==> src/rtl/alu_pkg.sv <==
// Shared types for the sequential ALU: opcodes, FSM states, flag positions.
package alu_pkg;

  typedef enum logic [3:0] {
    OP_PASS = 4'b0000,
    OP_ADD  = 4'b0001,
    OP_SUB  = 4'b0010,
    OP_LSL  = 4'b0011,
    OP_LSR  = 4'b0100,
    OP_ROL  = 4'b0101,
    OP_ROR  = 4'b0110,
    OP_AND  = 4'b0111,
    OP_OR   = 4'b1000,
    OP_XOR  = 4'b1001,
    OP_NOT  = 4'b1010,
    OP_CLR  = 4'b1011,
    OP_LSLO = 4'b1100,
    OP_ASR  = 4'b1101,
    OP_MULL = 4'b1110,
    OP_MULH = 4'b1111
  } alu_op_t;

  typedef enum logic [1:0] {
    IDLE,
    SHIFT,
    MUL,
    DONE
  } state_t;

  localparam int FLAG_C = 3;
  localparam int FLAG_N = 2;
  localparam int FLAG_Z = 1;
  localparam int FLAG_V = 0;

  function automatic logic is_shift_op(alu_op_t op);
    return op inside {OP_LSL, OP_LSR, OP_ROL, OP_ROR, OP_LSLO, OP_ASR};
  endfunction

  function automatic logic is_mul_op(alu_op_t op);
    return op inside {OP_MULL, OP_MULH};
  endfunction

  function automatic logic [3:0] pack_flags(logic c, logic n, logic z, logic v);
    logic [3:0] f;
    f         = '0;
    f[FLAG_C] = c;
    f[FLAG_N] = n;
    f[FLAG_Z] = z;
    f[FLAG_V] = v;
    return f;
  endfunction

endpackage

==> src/rtl/alu_iter_unit.sv <==
// Iterative datapath: one shift/rotate position or one multiplier bit per cycle.
module alu_iter_unit
  import alu_pkg::*;
#(
  parameter int WIDTH = 8
) (
  input  logic             clk,
  input  logic             reset,
  input  logic             i_start,
  input  alu_op_t          i_op,
  input  logic [WIDTH-1:0] i_a,
  input  logic [WIDTH-1:0] i_b,
  output logic             o_done,
  output logic [WIDTH-1:0] o_result,
  output logic             o_carry
);

  localparam int SHW = $clog2(WIDTH);
  localparam int CW  = SHW + 1;

  // Upper half collects LSLO overflow bits or the running MUL partial product;
  // lower half is the shifted operand or the remaining multiplier bits.
  logic [2*WIDTH-1:0] r_work;
  logic [WIDTH-1:0]   r_mcand;
  logic [CW-1:0]      r_cnt;
  alu_op_t            r_op;

  logic [WIDTH-1:0]   w_lo;
  logic [WIDTH-1:0]   w_hi;
  logic [WIDTH-1:0]   w_addend;
  logic [WIDTH:0]     w_psum;
  logic [2*WIDTH-1:0] w_next;
  logic               w_cout;

  always_comb begin
    w_lo     = r_work[WIDTH-1:0];
    w_hi     = r_work[2*WIDTH-1:WIDTH];
    w_addend = w_lo[0] ? r_mcand : '0;
    w_psum   = {1'b0, w_hi} + {1'b0, w_addend};
    w_next   = r_work;
    w_cout   = 1'b0;
    case (r_op)
      OP_LSL, OP_LSLO: begin
        w_next = r_work << 1;
        w_cout = w_lo[WIDTH-1];
      end
      OP_LSR: begin
        w_next = {w_hi, 1'b0, w_lo[WIDTH-1:1]};
        w_cout = w_lo[0];
      end
      OP_ASR: begin
        w_next = {w_hi, w_lo[WIDTH-1], w_lo[WIDTH-1:1]};
        w_cout = w_lo[0];
      end
      OP_ROL:           w_next = {w_hi, w_lo[WIDTH-2:0], w_lo[WIDTH-1]};
      OP_ROR:           w_next = {w_hi, w_lo[0], w_lo[WIDTH-1:1]};
      OP_MULL, OP_MULH: w_next = {w_psum, w_lo[WIDTH-1:1]};
      default:          w_next = r_work;
    endcase
  end

  // Result and carry describe the state after the step taken this cycle,
  // so the top can capture them on the same edge that finishes the op.
  always_comb begin
    o_done   = (r_cnt == CW'(1));
    o_result = w_next[WIDTH-1:0];
    o_carry  = 1'b0;
    case (r_op)
      OP_LSLO, OP_MULH:       o_result = w_next[2*WIDTH-1:WIDTH];
      default:                o_result = w_next[WIDTH-1:0];
    endcase
    case (r_op)
      OP_LSL, OP_LSR, OP_ASR: o_carry = w_cout;
      OP_MULL:                o_carry = |w_next[2*WIDTH-1:WIDTH];
      default:                o_carry = 1'b0;
    endcase
  end

  always_ff @(posedge clk) begin
    if (reset) begin
      r_work  <= '0;
      r_mcand <= '0;
      r_cnt   <= '0;
      r_op    <= OP_PASS;
    end else if (i_start) begin
      r_op <= i_op;
      if (is_mul_op(i_op)) begin
        r_work  <= {{WIDTH{1'b0}}, i_b};
        r_mcand <= i_a;
        r_cnt   <= CW'(WIDTH);
      end else begin
        r_work  <= {{WIDTH{1'b0}}, i_a};
        r_mcand <= '0;
        r_cnt   <= CW'(i_b[SHW-1:0]);
      end
    end else if (r_cnt != '0) begin
      r_work <= w_next;
      r_cnt  <= r_cnt - CW'(1);
    end
  end

endmodule

==> src/rtl/alu_seq.sv <==
// Multi-cycle ALU: operand handshake, single-cycle ops, FSM and flag generation.
module alu_seq
  import alu_pkg::*;
#(
  parameter int WIDTH = 8
) (
  input  logic             clk,
  input  logic             reset,
  input  logic             in_valid,
  output logic             in_ready,
  input  logic [3:0]       alu_op,
  input  logic             cin,
  input  logic [WIDTH-1:0] input_A,
  input  logic [WIDTH-1:0] input_B,
  output logic             out_valid,
  input  logic             out_ready,
  output logic [WIDTH-1:0] out,
  output logic [3:0]       flags
);

  localparam int SHW = $clog2(WIDTH);
  localparam int W1  = WIDTH + 1;

  state_t           r_state;
  logic             r_out_valid;
  logic [WIDTH-1:0] r_out;
  logic [3:0]       r_flags;

  alu_op_t          w_op;
  logic [SHW-1:0]   w_k;
  logic [WIDTH:0]   w_add;
  logic [WIDTH:0]   w_sub;
  logic [WIDTH-1:0] w_res;
  logic             w_c;
  logic             w_v;
  logic             w_is_mul;
  logic             w_iter;
  logic             w_accept;
  logic             w_iter_done;
  logic [WIDTH-1:0] w_iter_res;
  logic             w_iter_carry;

  assign in_ready  = (r_state == IDLE) && !reset;
  assign out_valid = r_out_valid;
  assign out       = r_out;
  assign flags     = r_flags;

  always_comb begin
    w_op  = alu_op_t'(alu_op);
    w_k   = input_B[SHW-1:0];
    w_add = {1'b0, input_A} + {1'b0, input_B} + W1'(cin);
    w_sub = {1'b0, input_A} + {1'b0, ~input_B} + W1'(1);
    w_res = '0;
    w_c   = 1'b0;
    w_v   = 1'b0;
    case (w_op)
      OP_PASS: w_res = input_A;
      OP_ADD: begin
        w_res = w_add[WIDTH-1:0];
        w_c   = w_add[WIDTH];
        w_v   = (input_A[WIDTH-1] == input_B[WIDTH-1]) &&
                (w_add[WIDTH-1] != input_A[WIDTH-1]);
      end
      OP_SUB: begin
        w_res = w_sub[WIDTH-1:0];
        w_c   = w_sub[WIDTH];
        w_v   = (input_A[WIDTH-1] != input_B[WIDTH-1]) &&
                (w_sub[WIDTH-1] != input_A[WIDTH-1]);
      end
      // Only reached here with k=0: shifts and rotates pass A, LSLO yields 0.
      OP_LSL, OP_LSR, OP_ROL, OP_ROR, OP_ASR: w_res = input_A;
      OP_AND:  w_res = input_A & input_B;
      OP_OR:   w_res = input_A | input_B;
      OP_XOR:  w_res = input_A ^ input_B;
      OP_NOT:  w_res = ~input_A;
      default: w_res = '0;
    endcase
    w_is_mul = is_mul_op(w_op);
    w_iter   = w_is_mul || (is_shift_op(w_op) && (w_k != '0));
    w_accept = in_valid && in_ready;
  end

  alu_iter_unit #(
    .WIDTH(WIDTH)
  ) u_iter (
    .clk      (clk),
    .reset    (reset),
    .i_start  (w_accept && w_iter),
    .i_op     (w_op),
    .i_a      (input_A),
    .i_b      (input_B),
    .o_done   (w_iter_done),
    .o_result (w_iter_res),
    .o_carry  (w_iter_carry)
  );

  always_ff @(posedge clk) begin
    if (reset) begin
      r_state     <= IDLE;
      r_out_valid <= 1'b0;
      r_out       <= '0;
      r_flags     <= '0;
    end else begin
      case (r_state)
        IDLE: begin
          if (w_accept) begin
            if (w_iter) begin
              r_state <= w_is_mul ? MUL : SHIFT;
            end else begin
              r_state     <= DONE;
              r_out_valid <= 1'b1;
              r_out       <= w_res;
              r_flags     <= pack_flags(w_c, w_res[WIDTH-1], ~|w_res, w_v);
            end
          end
        end
        SHIFT, MUL: begin
          if (w_iter_done) begin
            r_state     <= DONE;
            r_out_valid <= 1'b1;
            r_out       <= w_iter_res;
            r_flags     <= pack_flags(w_iter_carry, w_iter_res[WIDTH-1],
                                      ~|w_iter_res, 1'b0);
          end
        end
        DONE: begin
          if (out_ready) begin
            r_state     <= IDLE;
            r_out_valid <= 1'b0;
          end
        end
        default: begin
          r_state     <= IDLE;
          r_out_valid <= 1'b0;
        end
      endcase
    end
  end

endmodule

==> config.mk <==
export PLATFORM = sky130hd
export DESIGN_NAME = alu_seq
export DESIGN_NICKNAME = d
export VERILOG_FILES = /design/src/rtl/alu_pkg.sv /design/src/rtl/alu_iter_unit.sv /design/src/rtl/alu_seq.sv
export SDC_FILE = /design/constraint.sdc
export NUM_CORES = 1
export LEC_CHECK = 0
export BUFFER_PORTS_ARGS = -buffer_cell sky130_fd_sc_hd__buf_2
export CORE_ASPECT_RATIO = 0.7
export CORE_MARGIN = 3
export CORE_UTILIZATION = 45
export CTS_CLUSTER_DIAMETER = 150
export CTS_CLUSTER_SIZE = 28
export DETAILED_ROUTE_END_ITERATION = 16
export PLACE_DENSITY = 0.69
export REMOVE_ABC_BUFFERS = 1
export SLEW_MARGIN = 5
export SYNTH_ARGS = -nofsm -noshare
export SYNTH_HDL_FRONTEND = slang
export SYNTH_HIERARCHICAL = 1
export SYNTH_SLANG_ARGS = --single-unit
export TNS_END_PERCENT = 5
==> constraint.sdc <==
create_clock -name clk -period 3.6 [get_ports clk]
set_input_delay 0 -clock clk [delete_from_list [all_inputs] [get_ports clk]]
set_output_delay 0 -clock clk [all_outputs]
set_load 0.1 [all_outputs]
---- Word-level counts from Yosys, hierarchy flattened ----
Cells that the tools add are included.
cells by class
  add/subtract/negate cells ............... 6
  equal/unequal tests ..................... 34
  mux-type cells .......................... 34
  bitwise logic cells ..................... 5
  reduce and logical (&&, ||, !) cells .... 31
operators by type and width
  kind                                            number
  case mux 16 bit (6 select lines)                1
  two-way mux 8 bit                               7
  case mux 8 bit (7 select lines)                 1
  == test 4 bit (second input constant)           11
  two-way mux 16 bit                              2
  == test 4 x 3 -> 1 bit (second input constant)  7
  adder 8 x 8 -> 9 bit                            3
  two-way mux 4 bit                               6
  OR reduction 8 bit                              3
  inverter 8 bit                                  2
  case mux 8 bit (2 select lines)                 1
  == test 4 x 2 -> 1 bit (second input constant)  3
  two-way mux 2 bit                               5
  OR reduction 2 bit                              5
  adder 9 x 1 -> 9 bit                            1
  adder 9 x 1 -> 9 bit (second input constant)    1
  bitwise AND 8 bit                               1
  == test 4 x 1 -> 1 bit (second input constant)  2
  OR 8 bit                                        1
  case mux 1 bit (2 select lines)                 4
  case mux 4 bit (2 select lines)                 1
  AND reduction 4 bit                             2
  bitwise XOR 8 bit                               1
  logical AND 1 bit                               6
  other kinds (21)                                33
storage, ports and cells
  flip-flop bits (word level) ............. 47
  input bits .............................. 25

---- Longest topological paths before layout ----
Gate-level depths: netlist of the first run.
  depth after elaboration ................. 9
  gate-level depth with buffers ........... 15

---- Hierarchy ----
Netlist of the first run, hierarchy kept.
modules (own cells, without submodules)
  module         instances  cells each  area each (um2)  seq. area each (um2)
  alu_iter_unit  1          333         2501.1           640.6
  alu_seq        1          305         2239.6           280.3

---- Least setup slack after synthesis of the first run ----
No wires, ideal clock.
  path type ............................... reg2reg
  from .................................... reg u_iter.r_work[0]
  to ...................................... reg r_flags[1], in the netlist flags[1]
  data arrival time ....................... 3.626 ns
  required time ........................... 3.504 ns
  slack ................................... -0.122 ns
  cell stages (with the launch flop) ...... 16
  buffers on the path ..................... 1
  period minus slack after synthesis ...... 3.722 ns
  path through ............................ dfxtp_1 clkbuf_1 and2_1 ha_1 fa_1 a211oi_2 o21bai_1 a2111o_1 a222oi_1 inv_1 mux2_2 or4_1 nor3_1 mux2i_1 or2_2 o41ai_2
on the way
  word-level cells in the longest chain between the ends .. 8
RTL lines
  what                                line                 source
  from (decl)                         alu_iter_unit.sv:23  logic [2*WIDTH-1:0] r_work;
  from (signal assigned)              alu_iter_unit.sv:88  r_work <= {{WIDTH{1'b0}}, i_b};
  from (signal assigned)              alu_iter_unit.sv:92  r_work <= {{WIDTH{1'b0}}, i_a};
  from (signal assigned)              alu_iter_unit.sv:97  r_work <= w_next;
  two-way mux 8 bit                   alu_iter_unit.sv:38  w_addend = w_lo[0] ? r_mcand : '0;
  adder 8 x 8 -> 9 bit                alu_iter_unit.sv:39  w_psum = {1'b0, w_hi} + {1'b0, w_addend};
  case mux 16 bit (6 select lines) *  alu_iter_unit.sv:42  case (r_op)
  two-way mux 8 bit *                 alu_iter_unit.sv:68  case (r_op)
  named net w_iter_res[7]             alu_seq.sv:40        logic [WIDTH-1:0] w_iter_res;
  OR reduction 8 bit *                alu_seq.sv:123       ~|w_iter_res, 1'b0);
  logical NOT 1 bit *                 alu_seq.sv:123
  two-way mux 4 bit *                 alu_seq.sv:118       if (w_iter_done) begin
  case mux 4 bit (2 select lines) *   alu_seq.sv:104       case (r_state)
  to (signal assigned)                alu_seq.sv:113       r_flags <= pack_flags(w_c, w_res[WIDTH-1], ~|w_res, w_v);
  to (signal assigned)                alu_seq.sv:122       r_flags <= pack_flags(w_iter_carry, w_iter_res[WIDTH-1],
  to (decl)                           alu_seq.sv:27        logic [3:0] r_flags;
The timed path passes the listed nets; every way through them passes the cells marked *. The select of a mux whose other input is x is not followed.
A chain may end at the register's enable or synchronous reset.

---- Worst setup path in the final report of the first run ----
  from .................................... reg u_iter.r_mcand[0]
  to ...................................... reg r_flags[1], in the netlist flags[1]
on the way
  word-level cells in the longest chain between the ends .. 8
RTL lines
  what                              line                 source
  from (decl)                       alu_iter_unit.sv:24  logic [WIDTH-1:0] r_mcand;
  from (signal assigned)            alu_iter_unit.sv:89  r_mcand <= i_a;
  two-way mux 8 bit                 alu_iter_unit.sv:38
  adder 8 x 8 -> 9 bit              alu_iter_unit.sv:39
  case mux 16 bit (6 select lines)  alu_iter_unit.sv:42
  two-way mux 8 bit                 alu_iter_unit.sv:68
  named net w_iter_res[7]           alu_seq.sv:40
  OR reduction 8 bit                alu_seq.sv:123
  logical NOT 1 bit                 alu_seq.sv:123
  two-way mux 4 bit                 alu_seq.sv:118
  case mux 4 bit (2 select lines)   alu_seq.sv:104
The timed path passes the listed nets, and every way through them passes these cells. The select of a mux whose other input is x is not followed.

==> qor.csv, run 1 <==
metric,value,unit
result of the run,completed,
worst setup margin,0.0790,ns
vias in the first global route,4489,
area growth from synthesis to layout,9.87,%
number of hold violations in the final report,0,
number of synthesized register bits,46,
Clock H-tree levels,2,
Tcrit/Tclk final,97.8,%
Reg-to-Reg End,flags[1],
start point of the critical path,u_iter/r_mcand[0],
max-cap viol count,0,
First DRT Iteration DRCs,652,
maximum number of pins on one net before global-route repair,44,
number of vias in the routed layout,4978,
estimated wirelength of the detail-placed design,10900,um
Num CTS Buffers,5,
CTS Root Buffer Type,clkbuf_16,
cells taking the most area after synthesis,"dfxtp_1 (19%), ha_1 (10%), nor2_1 (6.5%), a21oi_1 (5.2%), nand2_1 (4.2%)",
I/O Pins,39,
global-route usage over all layers,24.1,%
final instance count without filler cells,788,
r2r worst-path depth,14,
first-pass GRT wire length,23200,um
cell taking the most area after synthesis,dfxtp_1,
number of port buffers,38,
largest driver fanout on the critical path,3,
GR Layer Usage met2,33.6,%
reg-to-reg critical path startpoint,u_iter/r_mcand[0],
Site Rows,30,
n_diodes,0,
worst setup slack for register-to-register paths,0.08,ns
number of routed nets with antenna violations,0,
largest clock skew in the final design,0.00850,ns
cts hold-fix bufs,0,
clk slew on worst S/H paths,0.06,ns
worst slew slack as a fraction of its limit,27.7,%
Worst Tran Pin Value,1.07,ns
most crowded layer after global routing,met1,
Pins Over Slew Limit,0,
Routability Congestion,0.900,
fraction of layout instances using a drive strength above 1,15.2,%
critical path class,reg -> reg,
capturing element type of the critical path,flip-flop,
"Seq/Total Area, Yosys",19.4,%
Register Area,921,sq um
count of placed standard cells including taps,779,
top flip-flop cell by instance count after synthesis,dfxtp_1,
final sum of negative setup slack,0,ns
Max rail drop VDD,0.578,mV
PwrDens,656,nW/um^2
Yosys warning total,6,
launching element type of the critical path,flip-flop,
FILL cells,986,
number of enable flip-flop cells after synthesis,0,
final setup violating endpoints,0,
unrepaired setup endpoints after global routing,yes,
synthesized cell area,4740,sq um
post-route DRC violation count,0,
Die X-Extent,129,um
grt met1 use,38.4,%
CP endpoint,flags[1],
die area,11800,sq um
Post-Route Hold Slack,0.0531,ns
antenna violations before repair,0,
vias per cell,6.32,
total wire length after detailed routing,14400,um
total power of the final layout,0.00342,W
type of the worst min-delay path,in -> reg,
Final Critical Period,3.52,ns
routed wire length per instance,18.2,um
crit path DAT,3.72,ns
"FFs w/ async S/R, synth",0,%
final global-route overflow total,0,
met3 demand-to-capacity share in global routing,4.25,%
Fmax,284,MHz
pre-CTS setup slack,-0.196,ns
Die Y-Extent,91.9,um
synthesized area divided by synthesized cell count,7.43,sq um
core footprint,9980,sq um
Max clock buf depth,2,
required time worst endpoint,3.80,ns
post-synthesis instance total,638,
clock latency reported for the late side of the worst-skew pair,0.29,ns
fraction of synthesized cell area taken by the top area cell type,19.4,%
number of optimization iterations in the first detailed-route pass,6,
Unique masters post-synth,90,
static power due to leakage,2.19,nW
CTS Sinks,46,
CTS tree,done,
area of the multi-input gates,3500,sq um
initial standard-cell utilization of the core,47.5,%
NumNets Final,727,
cells by family after synthesis:
group / count (synthesis) / share of synthesized area [%]
AND/OR/NAND/NOR: 248 / 27.0
buffers and inverters: 83 / 7.44
AO/OA/AOI/OAI: 191 / 28.8
adder cells (fa/ha/maj): 42 / 11.7
multiplexers: 18 / 3.83
flip-flops: 46 / 19.4
XOR/XNOR: 10 / 1.85
power by group:
part	switching, W	internal [W]	leakage [nW]	total [W]
sequential	0.000152	0.000672	0.376	0.000824
clock	0.000189	0.000254	0.0640	0.000443
combinational	0.00141	0.000743	1.75	0.00215
worst max-delay path, stage by stage (launching register included):
cell and delay (ns):
dfxtp_1 0.31, and2_1 0.16, ha_2 0.18, fa_2 0.40
a211oi_4 0.26, o21bai_2 0.12, a2111o_1 0.37, a222oi_1 0.38
inv_1 0.07, mux2_2 0.28, or4_1 0.39, nor3_1 0.14
mux2i_1 0.09, or2_4 0.24, o41ai_2 0.04
how the worst min path moves through the flow:
stage	from	slack, ns	to	cells past startpoint
after floorplan	reset	0.07	flags[0]	1
after global placement	out_ready	0.32	out_valid	4
after detailed placement	out_ready	0.34	out_valid	4
after CTS	input_A[0]	0.05	u_iter/r_mcand[0]	3
after global routing	input_A[4]	0.06	u_iter/r_mcand[4]	3
final	input_A[0]	0.05	u_iter/r_mcand[0]	3
cells in the mapped netlist, types with 17 or more instances:
library cell / number
nand2b_1: 18
o21ai_0: 21
nand3_1: 19
dfxtp_1: 46
inv_1: 33
mux2i_1: 17
nand2_1: 53
ha_1: 38
nor2_1: 82
clkbuf_1: 27
a211oi_1: 17
a21oi_1: 49
placed cells by master, fill, tap and decap left out, drive strengths merged, types with 7 or more instances in the layout:
cell type | Yosys | final
clkbuf | 28 | 7
a21oi | 50 | 50
nand2 | 53 | 53
xnor2 | 8 | 8
o21ai | 28 | 28
o211ai | 11 | 11
a211oi | 18 | 18
buf | 17 | 60
nand2b | 18 | 18
a221o | 9 | 9
dfxtp | 46 | 46
ha | 38 | 38
nor2b | 8 | 8
a31oi | 7 | 7
nor2 | 82 | 82
nand3 | 20 | 20
nor3 | 14 | 14
a222oi | 9 | 9
inv | 37 | 37
and2 | 11 | 11
mux2i | 17 | 17
area by class of cell:
cell class	count	share of cell area, %
Clock buffer	7	2.55
Inverter	38	2.74
Multi-Input combinational cell	509	67.1
Sequential cell	46	17.7
Tap cell	128	3.07
Timing Repair Buffer	60	6.82
timing repair:
action / CTS / global route
endpoints found under the setup margin: 1 / 1
endpoints found under the hold margin: 0 / 0
setup buffers: 2 / 0
resized for setup: 5 / 1
pin swaps: 6 / 2
metal layers:
metal	wire (um)	part of all wire (%)
met1	7050	49
met2	5820	40
met3	1370	9.5
met4	140	0.97
met5	0	0
per-stage QoR:
stage          instance area [sq um]  utilization [%]
6_report                        5210             52.2
4_1_cts                         5210             52.2
3_3_place_gp                    5040             50.5
3_5_place_dp                    5040             50.5
2_1_floorplan                   4530                -
5_1_grt                         5210             52.2
flip-flops by register name, indices dropped and copies added, names as in the netlist:
signal,count
r_state,2
out,7
u_iter/r_work,16
u_iter/r_op,4
u_iter/r_mcand,8
out_valid,1
flags,4
u_iter/r_cnt,4
Power figures use the tool's default switching activity.
==> run 2, diff against run 1 <==
- CTS_BUF_LIST: default -> sky130_fd_sc_hd__clkbuf_8
==> run 2 against run 1 <==
Effect of this change:
- count of clock-buffer cells in the layout fell by 2
- critical path type unchanged
- worst setup slack better by 0.010 ns
- die area unchanged
- critical endpoint unchanged
- sequential share of layout area grew 0.15 points
- core utilization is 0.38 points lower
==> qor.csv, run 2 (same netlist as run 1, synthesis figures left out) <==
metric,value,unit
Num CTS Buffers,5,
global-route usage over all layers,24.2,%
NumNets Final,727,
n_diodes,0,
capturing element type of the critical path,flip-flop,
CTS tree,done,
max-cap viol count,0,
vias per cell,6.36,
I/O Pins,39,
switching portion of total power,53.1,%
Hold Path End,u_iter/r_mcand[0],
reg-to-reg critical path startpoint,u_iter/r_mcand[0],
register name with the most flops,u_iter/r_work,
cts hold-fix bufs,0,
number of hold violations in the final report,0,
Worst Path Buf+Inv,1,
vias in the first global route,4502,
Max clock buf depth,2,
required time worst endpoint,3.83,ns
cell class contributing the biggest share of worst-path delay,compound AO/OA/AOI/OAI gates,
estimated wirelength of the detail-placed design,10900,um
number of vias in the routed layout,5015,
r2r worst-path depth,14,
worst hold path startpoint,input_A[0],
Worst Tran Pin Value,1.11,ns
CTS Root Buffer Type,clkbuf_8,
routed wire length per instance,18.4,um
area growth from synthesis to layout,9.08,%
Tcrit/Tclk final,97.5,%
number of flip-flops in the largest register,16,
"most common cell after layout, fill and taps aside",nor2_1,
First DRT Iteration DRCs,617,
largest driver fanout on the critical path,3,
cells along the critical path,and2_1 > ha_2 > fa_2 > a211oi_4 > o21bai_2 > a2111o_1 > a222oi_1 > inv_1 > mux2_2 > or4_4 > nor3_4 > mux2i_1 > or2_4 > o41ai_2,
worst-path cell with the longest stage delay,or4_4,
Pins Over Slew Limit,0,
CTS Sinks,46,
fraction of layout instances using a drive strength above 1,15.8,%
worst setup slack for register-to-register paths,0.09,ns
largest clock skew in the final design,0.0138,ns
WHS Path Cells,3,
antenna violations before repair,0,
worst setup margin,0.0894,ns
Post-Route Hold Slack,0.0250,ns
critical path class,reg -> reg,
launching element type of the critical path,flip-flop,
most used cells in the layout excluding fill and tap cells,"nor2_1 (82), nand2_1 (53), a21oi_1 (48)",
Sequential Power Share,24.8,%
static power due to leakage,2.18,nW
worst slew slack as a fraction of its limit,26.1,%
result of the run,completed,
final global-route overflow total,0,
Die Y-Extent,91.9,um
total wire length after detailed routing,14500,um
clock latency reported for the late side of the worst-skew pair,0.31,ns
power share of the clock group,9.3,%
crit path DAT,3.74,ns
delay of the slowest cell on the worst path,0.43,ns
number of port buffers,38,
number of optimization iterations in the first detailed-route pass,8,
PwrDens,642,nW/um^2
FILL cells,981,
unrepaired setup endpoints after global routing,yes,
Site Rows,30,
Die X-Extent,129,um
clk slew on worst S/H paths,0.09,ns
total power of the final layout,0.00332,W
die area,11800,sq um
Final Critical Period,3.51,ns
share of total power in combinational logic,65.9,%
Reg-to-Reg End,flags[1],
post-route DRC violation count,0,
type of the worst min-delay path,in -> reg,
Clock H-tree levels,2,
internal power component,0.00156,W
number of routed nets with antenna violations,0,
maximum number of pins on one net before global-route repair,44,
final setup violating endpoints,0,
Layout Utilization,51.8,%
Fmax,285,MHz
core footprint,9980,sq um
first-pass GRT wire length,23200,um
Sw Pwr,0.00176,W
Routability Congestion,0.900,
pre-CTS setup slack,-0.196,ns
Max rail drop VDD,0.588,mV
initial standard-cell utilization of the core,47.5,%
[run 2: per-stage QoR]
stage	setup TNS, ns	instance area (sq um)	instances
global route	-0.112	5170	788
CTS	0	5150	788
global placement	-0.0999	5040	779
floorplan	-0.0271	4530	593
detailed placement	-0.196	5040	779
finish	0	5170	788
[run 2: layout make-up]
| type | instances | area (sq um) | area share (%) |
|---|---|---|---|
| Multi-Input combinational cell | 509 | 3510 | 68.0 |
| Sequential cell | 46 | 922 | 17.8 |
| Timing Repair Buffer | 60 | 355 | 6.87 |
| Tap cell | 128 | 160 | 3.10 |
| Inverter | 38 | 143 | 2.76 |
| Clock buffer | 5 | 68.8 | 1.33 |
| Clock inverter | 2 | 7.51 | 0.145 |
[run 2: metal layers]
layer	track usage, %	vias to the layer above	part of all wire (%)
met3	4.25	13	8.7
li1	-	2375	-
met5	0	-	0
met1	38.5	2369	50
met4	4.37	0	0.73
met2	33.5	258	41
[run 2: worst max path at each step]
stage | endpoint | from | cells after the start
floorplan | flags[1] | u_iter/r_work[0] | 14
CTS | flags[1] | u_iter/r_mcand[0] | 14
finish | flags[1] | u_iter/r_mcand[0] | 14
global route | flags[1] | u_iter/r_mcand[0] | 14
global placement | flags[1] | u_iter/r_mcand[0] | 14
detailed placement | flags[1] | u_iter/r_mcand[0] | 14
[run 2: power by group through the flow]
stage	clock (W)	combinational (W)	sequential (W)
floorplan	0	0.00122	0.00114
global placement	0	0.00205	0.000820
detailed placement	0	0.00210	0.000825
CTS	0.000316	0.00212	0.000817
global route	0.000339	0.00239	0.000840
finish	0.000308	0.00219	0.000823
[run 2: timing repair]
item                       in CTS  in global routing
setup endpoints to repair       1                  1
pin swaps                       6                  3
resized for setup               5                  6
buffers inserted                2                  0
[run 2: tightest hold or removal path, stage by stage]
cell	delay [ns]
buf_2	0.14
nand3_1	0.09
a21oi_1	0.06
